File: src/rtl/ins_decode_q.sv
// Buffered MIPS instruction-decode queue: valid/ready FIFO of {ins, pc} with a
// combinational field split of the head entry. Define DECODE_PERF_EN for pop/stall counters.
module ins_decode_q #(
  parameter int DEPTH = 2,
  parameter int IMM_W = 32,
  parameter int PC_W  = 32
) (
  input  logic              clk,
  input  logic              rst,
  input  logic              in_valid,
  output logic              in_ready,
  input  logic [31:0]       in_ins,
  input  logic [PC_W-1:0]   in_pc,
  input  logic              flush,
  output logic              out_valid,
  input  logic              out_ready,
  output logic [5:0]        op,
  output logic [4:0]        rs,
  output logic [4:0]        rt,
  output logic [4:0]        rd,
  output logic [4:0]        shamt,
  output logic [5:0]        funct,
  output logic [15:0]       imm16,
  output logic [25:0]       imm26,
  output logic [IMM_W-1:0]  imm_ext,
  output logic [PC_W-1:0]   j_target,
  output logic [1:0]        cls,
  output logic [PC_W-1:0]   pc
`ifdef DECODE_PERF_EN
  ,
  output logic [31:0]       dec_cnt,
  output logic [31:0]       stall_cnt
`endif
);

  localparam int            AW       = $clog2(DEPTH);
  localparam logic [AW:0]   FULL_CNT = (AW+1)'(DEPTH);

  logic [31:0]     ins_mem_q [DEPTH];
  logic [PC_W-1:0] pc_mem_q  [DEPTH];
  logic [AW-1:0]   wr_ptr_q, wr_ptr_d;
  logic [AW-1:0]   rd_ptr_q, rd_ptr_d;
  logic [AW:0]     cnt_q, cnt_d;
  logic            push, pop;
  logic [31:0]     head_ins;

  // No bypass: a full queue refuses input even when the head is leaving this cycle.
  assign in_ready  = (cnt_q != FULL_CNT);
  assign out_valid = (cnt_q != '0);
  assign push      = in_valid && in_ready && !flush;
  assign pop       = out_valid && out_ready && !flush;

  // NOTE: every variable gets its default at the top of always_comb so no path can infer a latch.
  always_comb begin
    wr_ptr_d = wr_ptr_q;
    rd_ptr_d = rd_ptr_q;
    cnt_d    = cnt_q;
    if (flush) begin
      wr_ptr_d = '0;
      rd_ptr_d = '0;
      cnt_d    = '0;
    end else begin
      if (push) wr_ptr_d = wr_ptr_q + 1'b1;
      if (pop)  rd_ptr_d = rd_ptr_q + 1'b1;
      case ({push, pop})
        2'b10:   cnt_d = cnt_q + 1'b1;
        2'b01:   cnt_d = cnt_q - 1'b1;
        default: cnt_d = cnt_q;
      endcase
    end
  end

  // NOTE: state updates use non-blocking assignments so every register samples pre-edge values.
  always_ff @(posedge clk or posedge rst) begin
    if (rst) begin
      wr_ptr_q <= '0;
      rd_ptr_q <= '0;
      cnt_q    <= '0;
    end else begin
      wr_ptr_q <= wr_ptr_d;
      rd_ptr_q <= rd_ptr_d;
      cnt_q    <= cnt_d;
    end
  end

  // NOTE: storage is reset so the decoded head is never X, even while out_valid is low.
  always_ff @(posedge clk or posedge rst) begin
    if (rst) begin
      for (int i = 0; i < DEPTH; i++) begin
        ins_mem_q[i] <= '0;
        pc_mem_q[i]  <= '0;
      end
    end else if (push) begin
      ins_mem_q[wr_ptr_q] <= in_ins;
      pc_mem_q[wr_ptr_q]  <= in_pc;
    end
  end

  assign head_ins = ins_mem_q[rd_ptr_q];
  assign pc       = pc_mem_q[rd_ptr_q];
  assign op       = head_ins[31:26];
  assign rs       = head_ins[25:21];
  assign rt       = head_ins[20:16];
  assign rd       = head_ins[15:11];
  assign shamt    = head_ins[10:6];
  assign funct    = head_ins[5:0];
  assign imm16    = head_ins[15:0];
  assign imm26    = head_ins[25:0];

  always_comb begin
    case (op)
      6'h00:        cls = 2'b00;
      6'h02, 6'h03: cls = 2'b10;
      default:      cls = 2'b01;
    endcase
  end

  always_comb begin
    case (op)
      6'h0C, 6'h0D, 6'h0E: imm_ext = IMM_W'(imm16);
      6'h0F:               imm_ext = IMM_W'({imm16, 16'h0000});
      default:             imm_ext = {{(IMM_W-16){imm16[15]}}, imm16};
    endcase
  end

  // Only the upper bits of pc+4 are used; they change only when pc[27:2] is all ones.
  logic              p4_carry;
  logic [PC_W-29:0]  p4_hi;
  assign p4_carry = &pc[27:2];
  assign p4_hi    = pc[PC_W-1:28] + (PC_W-28)'(p4_carry);
  assign j_target = {p4_hi, imm26, 2'b00};

`ifdef DECODE_PERF_EN
  logic [31:0] dec_cnt_q, stall_cnt_q;

  always_ff @(posedge clk or posedge rst) begin
    if (rst) begin
      dec_cnt_q   <= '0;
      stall_cnt_q <= '0;
    end else begin
      if (pop)                    dec_cnt_q   <= dec_cnt_q + 32'd1;
      if (out_valid && !out_ready) stall_cnt_q <= stall_cnt_q + 32'd1;
    end
  end

  assign dec_cnt   = dec_cnt_q;
  assign stall_cnt = stall_cnt_q;
`endif

endmodule

File: config.mk
export PLATFORM = sky130hd
export DESIGN_NAME = ins_decode_q
export DESIGN_NICKNAME = d
export VERILOG_FILES = /design/src/rtl/ins_decode_q.sv
export SDC_FILE = /design/constraint.sdc
export NUM_CORES = 1
export LEC_CHECK = 0
export BUFFER_PORTS_ARGS = -buffer_cell sky130_fd_sc_hd__buf_2
export CORE_MARGIN = 5
export CORE_UTILIZATION = 37
export DETAILED_ROUTE_END_ITERATION = 8
export PLACE_DENSITY = 0.65
export SLEW_MARGIN = 20
export SYNTH_ARGS = -nofsm -noshare
export SYNTH_HDL_FRONTEND = slang
export SYNTH_SLANG_ARGS = --single-unit
export TNS_END_PERCENT = 20
File: constraint.sdc
create_clock -name clk -period 7.3 [get_ports clk]
set_input_delay 2.19 -clock clk [delete_from_list [all_inputs] [get_ports clk]]
set_output_delay 2.19 -clock clk [all_outputs]
set_load 0.01 [all_outputs]
==> results.sh <==
export IMPL_status="completed"
export IMPL_numClockSinks=132
export IMPL_slew_violations=0
export IMPL_required_ns=5.11
export IMPL_finalSetupTns_ns=0
export IMPL_ctsResizeCount=0
export IMPL_ys_ff_latch=132
export IMPL_viasPerCell=4.87
export IMPL_critPathCaptureType="output pin"
export IMPL_rr_endpoint="pc_mem_q[30]$_DFFE_PP0P_"
export IMPL_nets=772
export IMPL_cts_tree="yes"
export IMPL_drt_total_wl_um=15700
export IMPL_p_switching_uw=856
export IMPL_synth_async_reset_ratio_pct=100
export IMPL_crit_type="flop to output pin"
export IMPL_yosysUniqueCellTypes=39
export IMPL_hold_depth=1
export IMPL_cts_htree_levels=4
export IMPL_ys_flop_type="dfrtp_1"
export IMPL_synth_top_area_share_pct=48.7
export IMPL_cts_hold_buf=0
export IMPL_fillers=1676
export IMPL_cts_clk_slew_worst_paths_ns=0.06
export IMPL_totalPowerFinal_uw=2700
export IMPL_synth_top_cells_by_area="dfrtp_1 (49%), mux2_2 (31%), buf_4 (8.0%)"
export IMPL_placementRows=49
export IMPL_yosys_warnings=0
export IMPL_clk_latency_ns=0.41
export IMPL_dieHeight_um=145
export IMPL_rsz0062_at_grt="false"
export IMPL_cp_max_fo=49
export IMPL_synth_area_leader_cell="dfrtp_1"
export IMPL_io_pins=243
export IMPL_area_growth_pct=21.9
export IMPL_synth_enable_flop_cells=0
export IMPL_postRouteAntennaNets=0
export IMPL_place_gp_congestion=0.752
export IMPL_p_per_area_nw_per_um2=327
export IMPL_cap_violations=0
export IMPL_drcViolationCount=0
export IMPL_crit_chain="or3b_1, a222oi_1, buf_4, a22o_1, buf_2"
export IMPL_yosysSeqAreaShare_pct=48.7
export IMPL_postSynthAreaPerCell_um2=12.8
export IMPL_grt_pass1_wl_um=25500
export IMPL_p_leak_uw=0.00393
export IMPL_first_iter_violations=118
export IMPL_grt_pass1_vias=4801
export IMPL_grt_max_degree=51
export IMPL_via_count=4591
export IMPL_cts_made_buffers=17
export IMPL_cpPeakStageDelay_ns=0.84
export IMPL_cpMaxStageDelayCell="dfrtp_4"
export IMPL_slew_limit_headroom_pct=55.9
export IMPL_clockRootBuffer="clkbuf_16"
export IMPL_syn_inst=529
export IMPL_antenna_found_initial=2
export IMPL_reg2reg_from="cnt_q[1]$_DFFE_PP0P_"
export IMPL_hold_viol_final=0
export IMPL_min_period_over_period_pct=67.5
export IMPL_p_seq_share_pct=37.8
export IMPL_ir_drop_mv=0.150
export IMPL_hold_start="ins_mem_q[49]$_DFFE_PP0P_"
export IMPL_p_comb_share_pct=31.3
export IMPL_setup_viol_count_final=0
export IMPL_grt_overflow=0
export IMPL_synth_most_common_cell="mux2_2"
export IMPL_antennaDiodeCount=0
export IMPL_core_area_um2=18000
export IMPL_drt_pass1_iterations=4
export IMPL_critPathArrivalTime_ns=2.74
export IMPL_die_area_um2=21100
export IMPL_regToRegSetupSlack_ns=5.13
export IMPL_whs_endpoint="ins_mem_q[49]$_DFFE_PP0P_"
export IMPL_clockBufferDepth=2
export IMPL_port_buffers=240
export IMPL_worst_slew_pin_slew_ns=0.661
export IMPL_hold_class="flop to flop"
export IMPL_cp_start_kind="flop"
export IMPL_wire_per_inst_um=16.7
export IMPL_ys_top_cells_by_count="mux2_2 (185), dfrtp_1 (132), buf_4 (72)"
export IMPL_r2r_cells=5
export IMPL_start_util_pct=37.6
export IMPL_pwr_share_clk_pct=30.9
export IMPL_drive_above_1_share_pct=65.8
export IMPL_max_freq_mhz=203
export IMPL_p_int_uw=1850
export IMPL_place_detailed_hpwl_um=11400
export IMPL_syn_area_um2=6780
export IMPL_period_needed_ns=4.93
export IMPL_die_w_um=145
export IMPL_grt_use_total_pct=14.9
export IMPL_cts_setup_buffers=0
export IMPL_finalClockSkew_ns=0.00984
export IMPL_sw_frac_of_total_pct=31.7
## placed cells by master, fill, tap and decap left out, drive strengths merged, types with 4 or more instances in the layout
master | netlist | final
a22o | 16 | 16
clkbuf | 1 | 18
dfrtp | 132 | 132
clkinv | 0 | 6
nand3 | 7 | 7
buf | 95 | 248
inv | 20 | 24
nor2 | 17 | 17
a21oi | 4 | 4
mux2 | 190 | 190
nand4 | 7 | 7
## through the flow
| step | util, % | instance area (µm²) | hold slack, ns | cells | setup WS [ns] |
|---|---|---|---|---|---|
| 6_report | 45.8 | 8260 | 0.482 | 943 | 2.37 |
| 5_1_grt | 45.8 | 8260 | 0.503 | 943 | 2.21 |
| 4_1_cts | 45.8 | 8260 | 0.487 | 943 | 2.35 |
| 3_5_place_dp | 42.6 | 7680 | 0.475 | 911 | 2.82 |
| 3_3_place_gp | 42.6 | 7680 | 0.465 | 911 | 2.84 |
| 2_1_floorplan | - | 6780 | 0.454 | 530 | 1.58 |
## area by class of cell
| cell class | instances | area, µm² | area share (%) |
|---|---|---|---|
| well taps | 229 | 287 | 3.47 |
| clock inverters | 14 | 151 | 1.83 |
| multi-input cells | 282 | 2750 | 33.3 |
| repair buffers | 248 | 1260 | 15.3 |
| clock buffers | 18 | 429 | 5.19 |
| inverters | 20 | 77.6 | 0.939 |
| flip-flops and latches | 132 | 3310 | 40.0 |
## routing by layer
metal  track usage [%]  part of all wire (%)  vias up
met5                 0                  0.17        -
met2              24.7                    48      169
met1              18.1                    42     2253
met3              5.36                   7.9       20
met4              4.66                   1.5        4
li1                  -                     -     2145
## how the worst max path moves through the flow
stage | cells past startpoint | endpoint | slack (ns) | from
floorplan | 1 | cnt_q[0]$_DFFE_PP0P_ | 1.58 | rst
global placement | 7 | j_target[30] | 2.84 | rd_ptr_q$_DFFE_PP0P_
detailed placement | 7 | j_target[30] | 2.82 | rd_ptr_q$_DFFE_PP0P_
CTS | 7 | j_target[30] | 2.35 | rd_ptr_q$_DFFE_PP0P_
global route | 5 | imm_ext[17] | 2.21 | rd_ptr_q$_DFFE_PP0P_
finish | 5 | imm_ext[20] | 2.37 | rd_ptr_q$_DFFE_PP0P_
## power groups by stage
stage	combinational, µW	sequential (µW)	clock [µW]
2_1_floorplan	678	992	0
3_3_place_gp	855	1030	0
3_5_place_dp	862	1030	0
4_1_cts	865	1020	864
5_1_grt	931	1040	894
6_report	847	1020	834
## sequential cells by signal, indices dropped and copies added (netlist names)
name and flops:
cnt_q 2, ins_mem_q 64, pc_mem_q 64, rd_ptr_q 1
wr_ptr_q 1
## critical path, delay by kind of cell, from the launching register on
| kind | cells | cell delay, ns |
|---|---|---|
| buffers and inverters | 2 | 0.47 |
| AND/OR/NAND/NOR | 1 | 0.46 |
| AO/OA/AOI/OAI | 2 | 0.50 |
| flip-flops | 1 | 0.84 |
## logic make-up after synthesis
| family | count (synthesis) | share of synthesized area (%) |
|---|---|---|
| and+or+nand+nor | 54 | 4.52 |
| other | 1 | 0.0553 |
| AOI/OAI and AO/OA | 29 | 3.34 |
| adders and majority gates | 2 | 0.369 |
| buffers and inverters | 116 | 10.7 |
| DFF | 132 | 48.7 |
| xor gates and xnor gates | 3 | 0.388 |
| muxes | 192 | 31.9 |
No activity file was read; power rests on OpenSTA's default activity.
